`config.mk`:
```
export PLATFORM = sky130hd
export DESIGN_NAME = enemy_queue_reader
export DESIGN_NICKNAME = d
export VERILOG_FILES = /design/src/rtl/enemy_queue_reader.sv
export SDC_FILE = /design/constraint.sdc
export NUM_CORES = 1
export LEC_CHECK = 0
export CAP_MARGIN = 5
export CELL_PAD_IN_SITES_DETAIL_PLACEMENT = 1
export CELL_PAD_IN_SITES_GLOBAL_PLACEMENT = 1
export CORE_MARGIN = 2
export CORE_UTILIZATION = 34
export DETAILED_ROUTE_END_ITERATION = 10
export PLACE_DENSITY_LB_ADDON = 0.08
export SYNTH_ARGS = -nofsm -noshare
export SYNTH_HDL_FRONTEND = slang
export SYNTH_SLANG_ARGS = --single-unit
```
`constraint.sdc`:
```
create_clock -name clk_25MHz -period 2.4 [get_ports clk_25MHz]
set_clock_uncertainty 0.2 [all_clocks]
set_input_delay 0.36 -clock clk_25MHz [delete_from_list [all_inputs] [get_ports clk_25MHz]]
set_output_delay 0.36 -clock clk_25MHz [all_outputs]
set_load 0.005 [all_outputs]
```
`src/rtl/enemy_queue_reader.sv`:
```
// Enemy spawn queue reader: walks the selected level's {ts,type} queue ROM and hands
// each entry to the enemy-instance allocator once the frame clock reaches its timestamp.
module enemy_queue_reader #(
   parameter int              ADDR_W = 6,
   parameter int              TS_W   = 12,
   parameter int              TYPE_W = 3,
   parameter logic [TS_W-1:0] END_TS = 12'hFFF
) (
   input  logic                     clk_25MHz,
   input  logic                     rst,
   input  logic                     frame_tick,
   input  logic                     start,
   input  logic [1:0]               level,
   input  logic                     halt,
   output logic [ADDR_W-1:0]        rom_addr,
   input  logic [TS_W+TYPE_W-1:0]   rom_data1,
   input  logic [TS_W+TYPE_W-1:0]   rom_data2,
   input  logic [TS_W+TYPE_W-1:0]   rom_data3,
   output logic                     spawn_valid,
   output logic [TYPE_W-1:0]        spawn_type,
   input  logic                     spawn_ready,
   output logic [TS_W-1:0]          game_time,
   output logic [ADDR_W:0]          spawn_cnt,
   output logic                     queue_done
);

   localparam logic [2:0] S_IDLE  = 3'd0;
   localparam logic [2:0] S_FETCH = 3'd1;
   localparam logic [2:0] S_LOAD  = 3'd2;
   localparam logic [2:0] S_WAIT  = 3'd3;
   localparam logic [2:0] S_OFFER = 3'd4;
   localparam logic [2:0] S_DONE  = 3'd5;

   localparam logic [ADDR_W-1:0] LAST_ADDR = {ADDR_W{1'b1}};
   localparam logic [TS_W-1:0]   GT_MAX    = END_TS - {{(TS_W-1){1'b0}}, 1'b1};

   logic [2:0]             state_q,      state_d;
   logic [1:0]             level_q,      level_d;
   logic [ADDR_W-1:0]      rom_addr_q,   rom_addr_d;
   logic [TS_W-1:0]        cur_ts_q,     cur_ts_d;
   logic [TYPE_W-1:0]      cur_type_q,   cur_type_d;
   logic [TS_W-1:0]        game_time_q,  game_time_d;
   logic [ADDR_W:0]        spawn_cnt_q,  spawn_cnt_d;
   logic                   queue_done_q, queue_done_d;

   logic [TS_W+TYPE_W-1:0] rom_sel;
   logic [TS_W-1:0]        sel_ts;
   logic [TYPE_W-1:0]      sel_type;
   logic                   restart;

   // halt outranks start, so a start arriving with halt is dropped.
   assign restart = start && (level != 2'd0) && !halt;

   always_comb begin
      rom_sel = '0;
      case (level_q)
         2'd1:    rom_sel = rom_data1;
         2'd2:    rom_sel = rom_data2;
         2'd3:    rom_sel = rom_data3;
         default: rom_sel = '0;
      endcase
   end

   assign {sel_ts, sel_type} = rom_sel;

   always_comb begin
      // NOTE: every _d starts from its _q so no path leaves a signal unassigned, which would infer a latch.
      state_d      = state_q;
      level_d      = level_q;
      rom_addr_d   = rom_addr_q;
      cur_ts_d     = cur_ts_q;
      cur_type_d   = cur_type_q;
      game_time_d  = game_time_q;
      spawn_cnt_d  = spawn_cnt_q;
      queue_done_d = queue_done_q;

      if (halt) begin
         state_d = S_IDLE;
      end else if (restart) begin
         state_d      = S_FETCH;
         level_d      = level;
         rom_addr_d   = '0;
         game_time_d  = '0;
         spawn_cnt_d  = '0;
         queue_done_d = 1'b0;
      end else begin
         if (frame_tick && (state_q != S_IDLE) && (game_time_q < GT_MAX))
            game_time_d = game_time_q + 1'b1;

         case (state_q)
            S_IDLE, S_DONE: state_d = state_q;
            S_FETCH:        state_d = S_LOAD;
            S_LOAD: begin
               cur_ts_d   = sel_ts;
               cur_type_d = sel_type;
               if (sel_ts == END_TS) begin
                  state_d      = S_DONE;
                  queue_done_d = 1'b1;
               end else begin
                  state_d = S_WAIT;
               end
            end
            S_WAIT: begin
               if (game_time_q >= cur_ts_q)
                  state_d = S_OFFER;
            end
            S_OFFER: begin
               if (spawn_ready) begin
                  spawn_cnt_d = spawn_cnt_q + 1'b1;
                  // The last ROM slot ends the queue without wrapping the address.
                  if (rom_addr_q == LAST_ADDR) begin
                     state_d      = S_DONE;
                     queue_done_d = 1'b1;
                  end else begin
                     rom_addr_d = rom_addr_q + 1'b1;
                     state_d    = S_FETCH;
                  end
               end
            end
            default: state_d = S_IDLE;
         endcase
      end
   end

   always_ff @(posedge clk_25MHz) begin
      if (rst) begin
         state_q      <= S_IDLE;
         level_q      <= 2'd0;
         rom_addr_q   <= '0;
         cur_ts_q     <= '0;
         cur_type_q   <= '0;
         game_time_q  <= '0;
         spawn_cnt_q  <= '0;
         queue_done_q <= 1'b0;
      end else begin
         // NOTE: non-blocking assignments make every register update from pre-edge values.
         state_q      <= state_d;
         level_q      <= level_d;
         rom_addr_q   <= rom_addr_d;
         cur_ts_q     <= cur_ts_d;
         cur_type_q   <= cur_type_d;
         game_time_q  <= game_time_d;
         spawn_cnt_q  <= spawn_cnt_d;
         queue_done_q <= queue_done_d;
      end
   end

   // cur_type only changes in LOAD, so the offered type is stable while valid is high.
   assign spawn_valid = (state_q == S_OFFER);
   assign spawn_type  = cur_type_q;
   assign rom_addr    = rom_addr_q;
   assign game_time   = game_time_q;
   assign spawn_cnt   = spawn_cnt_q;
   assign queue_done  = queue_done_q;

endmodule

```
==> Implementation_results.wiki, run 1 <==
{| class="wikitable"
! Metric !! Value
|-
| Number of design rule violations left after detail routing || 0
|-
| Number of global-route vias before repair || ~2,700
|-
| Cell area after synthesis || 2680 um^2
|-
| Synthesized area per cell || roughly 8.4 um^2
|-
| Power density cells || ~380 nW/um^2
|-
| Final RePlAce weighted congestion || between 0.8 and 0.9
|-
| Synthesized netlist cell count || between 300 and 400
|-
| Number of flip-flops and latches in the synthesized netlist || 46
|-
| Number of top-level pins || between 80 and 90
|-
| Hold Crit Depth || 2
|-
| Worst-skew pair later-pin latency || roughly 300 ps
|-
| Vertical extent of the die || approximately 93 um
|-
| Sinks on Clock Net || 46
|-
| Total vias in the final route || roughly 2,600
|-
| Endpoints failing setup || 0
|-
| Non-filler cells in the finished layout || ~520
|-
| Wire length per cell || around 15 um
|-
| Sum Neg Setup Slack || 0 ps
|-
| Routed wire length || 7550 um
|-
| Detailed-placement wirelength estimate || 6090 um
|-
| Die area || around 8600 um^2
|-
| First-pass GRT wire length || about 12,000 um
|-
| Grt ovf || 0
|-
| # placed instances || just over 500
|-
| Result of the run || complete, no violations
|-
| Data required time of the worst path || 2400 ps
|-
| Total power || approximately 1.5 mW
|-
| Number of enable flip-flop cells after synthesis || 0
|-
| Final Hold Fails || 0
|-
| Cell type with the highest aggregate area in the netlist || sky130_fd_sc_hd__dfxtp_1
|-
| Number of antenna-violating nets in the routed design || 0
|-
| Headroom to the max-slew limit || 0.693
|-
| Fraction of layout instances using a drive strength above 1 || 0.121
|-
| Count of warnings emitted by yosys || 0
|-
| Port Buffer Count || between 80 and 90
|-
| Starting DRC count in detailed routing || 71
|-
| Initial antenna violation count || 0
|-
| Hold buffer count at cts || 0
|-
| Row count || 32
|-
| Core Util, Final || 0.494
|-
| Final #Nets || 481
|-
| Synth cell count leaders || 50 x sky130_fd_sc_hd__nor2_1, 46 x sky130_fd_sc_hd__dfxtp_1, 27 x sky130_fd_sc_hd__nand2_1
|-
| Startpoint Class || flip-flop
|-
| Setup repair after global routing missed its margin || no
|-
| Hold crit path type || reg -> reg
|-
| CTS H-tree lvls || 2
|-
| Antenna diode count || 0
|-
| CTS Buffer Depth || 2
|-
| Fraction of the yosys area taken by sequential cells || 0.344
|-
| Effective utilization at floorplan || 0.349
|-
| Distinct cell type count after synthesis || 53
|-
| Count of pins over their slew limit || 0
|-
| Largest vdd supply drop || ~0.00020 V
|-
| Leakage power figure || 1.37 nW
|-
| Synth top area share || 0.344
|-
| Maximum number of pins on one net before global-route repair || 26
|-
| Critical path class || reg -> reg
|-
| Clock tree from TritonCTS || yes
|-
| Critical path fanouts, max || 3
|-
| Upper clock frequency limit || 0.442 GHz
|-
| Pre-Repair DR Iteration Count || 4
|-
| Avg Vias per Cell || just over 5
|-
| Synth Flop Type || sky130_fd_sc_hd__dfxtp_1
|-
| Most common cell in the netlist || sky130_fd_sc_hd__nor2_1
|-
| Area of the placeable core || roughly 7700 um^2
|-
| Max-cap viol count || 0
|-
| Overall Global Routing Usage || 0.179
|-
| Fraction of synthesis flops using an asynchronous set or reset pin || 0
|-
| Top post-synthesis cells by area || sky130_fd_sc_hd__dfxtp_1 34%, sky130_fd_sc_hd__ha_1 7.0%, sky130_fd_sc_hd__nor2_1 7.0%, sky130_fd_sc_hd__xnor2_1 3.9%, sky130_fd_sc_hd__nand2_1 3.8%
|-
| Num CTS Buffers || 5
|-
| Period minus WS final || about 2300 ps
|-
| Die boundary width || between 90 and 100 um
|-
| Final critical-path share of the clock period || 0.943
|-
| Arr. time, crit path || between 2000 and 2500 ps
|-
| Slew of the pin with the lowest slew margin || approximately 460 ps
|-
| Worst-case reg-to-reg path depth || 8
|-
| Syn nets || ~390
|-
| Cell at the root of the clock tree || sky130_fd_sc_hd__clkbuf_8
|-
| CP Capture Type || flip-flop
|-
| Layout overhead on the synthesized area || 41.7%
|-
| Post-CTS setup repair buffer count || 0
|-
| CTS clk-pin slew, worst paths || ~90 ps
|}
## cell families (layout without fill, tap and decap cells)
logic type | Yosys count | count (layout) | share of synthesized area
adder cells (fa/ha/maj) | 15 | 15 | 0.0700
buffers and inverters | 34 | 130 | 0.0644
XOR/XNOR | 19 | 19 | 0.0621
flip-flops | 46 | 46 | 0.344
AO/OA/AOI/OAI | 69 | 69 | 0.184
AND/OR/NAND/NOR | 119 | 119 | 0.211
multiplexers | 16 | 16 | 0.0644
## layer usage
metal  vias up  share of wire  global-route usage
li1       1314              -                   -
met1      1267           0.45               0.228
met2        45           0.51               0.311
met3         6          0.027              0.0277
met4         0          0.011              0.0515
met5         -              0                   0
## cell type report
cell class                      count  area [um^2]
Inverter                           18         67.6
Tap cell                          102          128
Multi-Input combinational cell    238         1590
Clock buffer                        6         82.6
Sequential cell                    46          922
Clock inverter                      2         12.5
Timing Repair Buffer              104          998
Fill cell                         950         3890
## flip-flops by register name, summed over array words and instances, names as in the netlist
signal	flops
queue_done	1
spawn_type	3
rom_addr	6
state_q	3
cur_ts_q	12
game_time	12
level_q	2
spawn_cnt	7
## report_power, final
group / total, mW / internal [mW] / leakage [nW] / switching (mW)
clock: 0.502 / 0.232 / 0.0472 / 0.270
combinational: 0.186 / 0.119 / 0.951 / 0.0673
sequential: 0.769 / 0.765 / 0.371 / 0.00384
total: 1.46 / 1.12 / 1.37 / 0.341
## final timing paths
kind                             start                        to  slack, ps
min reg2reg   cur_ts_q[0]$_SDFFE_PP0P_  cur_ts_q[0]$_SDFFE_PP0P_        260
max          game_time[0]$_SDFFE_PP0P_   state_q[1]$_SDFFE_PP0P_        140
max reg2reg  game_time[0]$_SDFFE_PP0P_   state_q[1]$_SDFFE_PP0P_        140
min           cur_ts_q[0]$_SDFFE_PP0P_  cur_ts_q[0]$_SDFFE_PP0P_        260
## cell usage in the layout, fill, tap and decap left out, drive strengths merged, types with 2 or more instances in the layout
cell,Yosys,routed
clkbuf,7,6
a211oi,11,11
and2,2,2
a221oi,3,3
o211ai,5,5
nand2,27,27
buf,9,22
nand4,8,8
or3,3,3
a21oi,20,20
mux2,10,10
clkdlybuf4s50,0,82
dfxtp,46,46
nand3,7,7
o2111a,2,2
o21ai,8,8
ha,15,15
xor2,7,7
a311oi,2,2
inv,18,18
nor2,51,51
a2bb2oi,2,2
a22o,7,7
nor3,8,8
xnor2,12,12
mux2i,6,6
nand2b,4,4
## repair_timing
action	CTS	global route
hold endpoints to repair	0	0
setup endpoints to repair	0	1
resized for setup	0	2
## through the flow
step	hold slack [ps]	worst slack (ps)	instance area, um^2
5_1_grt	282	26.6	3800
3_5_place_dp	247	41.6	3700
3_3_place_gp	243	70.4	3700
6_report	260	136	3800
4_1_cts	260	63.2	3800
2_1_floorplan	232	348	2680
## worst max-delay path, cell delays in order (launching register included)
cell	delay, ps
sky130_fd_sc_hd__dfxtp_1	340
sky130_fd_sc_hd__inv_1	70
sky130_fd_sc_hd__ha_1	290
sky130_fd_sc_hd__nand2b_1	140
sky130_fd_sc_hd__a21o_1	180
sky130_fd_sc_hd__a211o_1	290
sky130_fd_sc_hd__a21oi_1	180
sky130_fd_sc_hd__o21ai_0	210
sky130_fd_sc_hd__a311oi_1	280
Power figures use the tool's default switching activity.
==> inputs of run 2 (changes only) <==
CAP_MARGIN = 10   (was 5)
CORE_ASPECT_RATIO = 0.6   (was unset)
clock period = 2.6 ns   (was 2.4 ns; I/O delays follow)
==> run 2 against run 1 <==
  * Via count shrank 1.9%
  * Largest cell class unchanged
  * Register-to-register slack better by 120 ps
  * Sequential power is 7.7% lower
  * Clock-buffer cell count grew 1
  * Cell count is 0.39% lower
  * Flip-flop and latch count unchanged
  * First-iteration DRC count rose by 11%
==> Implementation_results.wiki, run 2 (synthesis gave the netlist of run 1 again) <==
{| class="wikitable"
! Metric !! Value
|-
| Result of the run || complete, no violations
|-
| Worst-skew pair later-pin latency || 290 ps (about the same)
|-
| DP Worst Slack || 59.1 ps (+17.4 ps)
|-
| Final Hold Fails || 0 (unchanged)
|-
| Number of antenna-violating nets in the routed design || 0 (unchanged)
|-
| Port Buffer Count || 82 (unchanged)
|-
| Maximum cell stage delay along the critical path || 450 ps (+110 ps)
|-
| CTS clk-pin slew, worst paths || 60 ps (-30 ps)
|-
| Critical-path cell list || and2b_1 > a22o_2 > nand4_1 > or3_4 > a311oi_1 > o21ba_1
|-
| Number of global-route vias before repair || 2,584 (-2.7%)
|-
| Number of top-level pins || 83 (unchanged)
|-
| Vertical extent of the die || 72.8 um (-22%)
|-
| CTS H-tree lvls || 2 (unchanged)
|-
| Wire length per cell || 14.8 um (+1.3%)
|-
| Grt ovf || 0 (unchanged)
|-
| Antenna diode count || 0 (unchanged)
|-
| Arr. time, crit path || 2380 ps (+110 ps)
|-
| Num CTS Buffers || 5 (unchanged)
|-
| Count of pins over their slew limit || 0 (unchanged)
|-
| Hold buffer count at cts || 0 (unchanged)
|-
| Final #Nets || 474 (-1.5%)
|-
| Hold crit path type || reg -> reg
|-
| Total vias in the final route || 2,583 (-1.9%)
|-
| Layout overhead on the synthesized area || 41.4%
|-
| Final std cell area, no fill || 3790 um^2 (-0.26%)
|-
| Post-CTS setup repair buffer count || 0 (unchanged)
|-
| Final critical-path share of the clock period || 0.900 (-0.0433)
|-
| Flop-to-flop setup slack || 260 ps (+120 ps)
|-
| Initial antenna violation count || 0 (unchanged)
|-
| Sinks on Clock Net || 46 (unchanged)
|-
| Fraction of layout instances using a drive strength above 1 || 0.0936 (-0.0272)
|-
| Routed wire length || 7610 um (+0.86%)
|-
| Detailed-placement wirelength estimate || 6140 um (+0.78%)
|-
| Critical path class || reg -> reg
|-
| Die boundary width || 119 um (+28%)
|-
| Row count || 25 (-22%)
|-
| Max-cap viol count || 0 (unchanged)
|-
| Upper clock frequency limit || 0.427 GHz (-3.2%)
|-
| CP Capture Type || flip-flop
|-
| Final RePlAce weighted congestion || 0.770 (-7.0%)
|-
| Cell area after placement || 3660 um^2 (-1.2%)
|-
| Sum Neg Setup Slack || 0 ps (unchanged)
|-
| Number of cells upsized or downsized after cts || 0 (unchanged)
|-
| Largest delay share family, worst path || simple AND/OR/NAND/NOR gates
|-
| Period minus WS final || 2340 ps (+76.0 ps)
|-
| Top library cells by usage in the layout, fill and taps aside || 82 x sky130_fd_sc_hd__clkdlybuf4s50_1, 50 x sky130_fd_sc_hd__nor2_1, 46 x sky130_fd_sc_hd__dfxtp_1
|-
| Slew of the pin with the lowest slew margin || 538 ps (+82.5 ps)
|-
| Leakage power figure || 1.35 nW (-1.4%)
|-
| Standard cell with the maximum stage delay on the critical path || sky130_fd_sc_hd__or3_4
|-
| Effective utilization at floorplan || 0.345 (-0.00315)
|-
| Avg Vias per Cell || 5.03 (-1.5%)
|-
| Number of design rule violations left after detail routing || 0 (unchanged)
|-
| Final WS setup || 260 ps (+124 ps)
|-
| Setup repair after global routing missed its margin || no
|-
| Endpoints failing setup || 0 (unchanged)
|-
| Overall Global Routing Usage || 0.182 (+0.00292)
|-
| Die area || 8630 um^2 (+0.27%)
|-
| Area of the placeable core || 7760 um^2 (+0.91%)
|-
| Headroom to the max-slew limit || 0.640 (-0.0534)
|-
| Cell at the root of the clock tree || sky130_fd_sc_hd__clkbuf_16
|-
| Data required time of the worst path || 2640 ps (+240 ps)
|-
| Clock tree from TritonCTS || yes
|-
| CTS Buffer Depth || 2 (unchanged)
|-
| Starting DRC count in detailed routing || 79 (+11%)
|-
| Largest vdd supply drop || 0.000221 V (+11%)
|-
| Critical path fanouts, max || 8 (+5)
|-
| Number of buffer and inverter stages on the critical path || 0 (-1)
|-
| Power density cells || 394 nW/um^2 (+2.8%)
|-
| First-pass GRT wire length || 12,600 um (+1.7%)
|-
| Maximum number of pins on one net before global-route repair || 21 (-19%)
|-
| Startpoint Class || flip-flop
|-
| Most common cell after layout, fill and taps aside || sky130_fd_sc_hd__clkdlybuf4s50_1
|-
| Pre-Repair DR Iteration Count || 4 (unchanged)
|}
run 2: cell types whose count changed in the layout (fill, tap and decap cells not counted), sizes merged:
cell and change:
clkinv -1, buf -7, clkbuf +1, clkinvlp -1
run 2: path summary, 6_finish.rpt:
kind,cells past startpoint,startpoint,endpoint
worst max-delay path,6,level_q[0]$_SDFFE_PP0P_,queue_done$_SDFFE_PP0P_
worst min-delay path,2,cur_ts_q[3]$_SDFFE_PP0P_,cur_ts_q[3]$_SDFFE_PP0P_
worst max register to register,6,level_q[0]$_SDFFE_PP0P_,queue_done$_SDFFE_PP0P_
worst min register to register,2,cur_ts_q[3]$_SDFFE_PP0P_,cur_ts_q[3]$_SDFFE_PP0P_
run 2: cell type report:
class	count	area, um^2
timing repair buffer	97	946
clock buffer	7	133
fill	946	3970
sequential	46	921
multi-input combinational	238	1590
inverter	18	67.6
tap	108	135
run 2: power by group:
part / switching [mW] / internal [mW] / total (mW)
Combinational: 0.0631 / 0.107 / 0.170
Clock: 0.262 / 0.352 / 0.614
Sequential: 0.00263 / 0.707 / 0.710
Total: 0.328 / 1.17 / 1.49
run 2: routing by layer:
| metal | up-vias | track usage | wire (um) | share of wire |
|---|---|---|---|---|
| met5 | - | 0 | 0 | 0 |
| met4 | 0 | 0.0437 | 53 | 0.0070 |
| met3 | 6 | 0.0375 | 273 | 0.036 |
| met2 | 41 | 0.267 | 3210 | 0.42 |
| met1 | 1235 | 0.271 | 4070 | 0.54 |
| li1 | 1301 | - | - | - |
run 2: worst min-delay path: stages, from the launching register on:
cell	delay, ps
sky130_fd_sc_hd__dfxtp_1	310
sky130_fd_sc_hd__nand2_1	50
sky130_fd_sc_hd__a21oi_1	50
run 2: metrics by stage:
step	util	std cells	hold slack [ps]	total power [mW]
floorplan	-	318	232	0.794
global placement	0.471	507	248	0.893
detailed placement	0.471	507	255	0.896
CTS	0.488	514	264	1.52
global route	0.488	514	290	1.56
finish	0.488	514	259	1.49
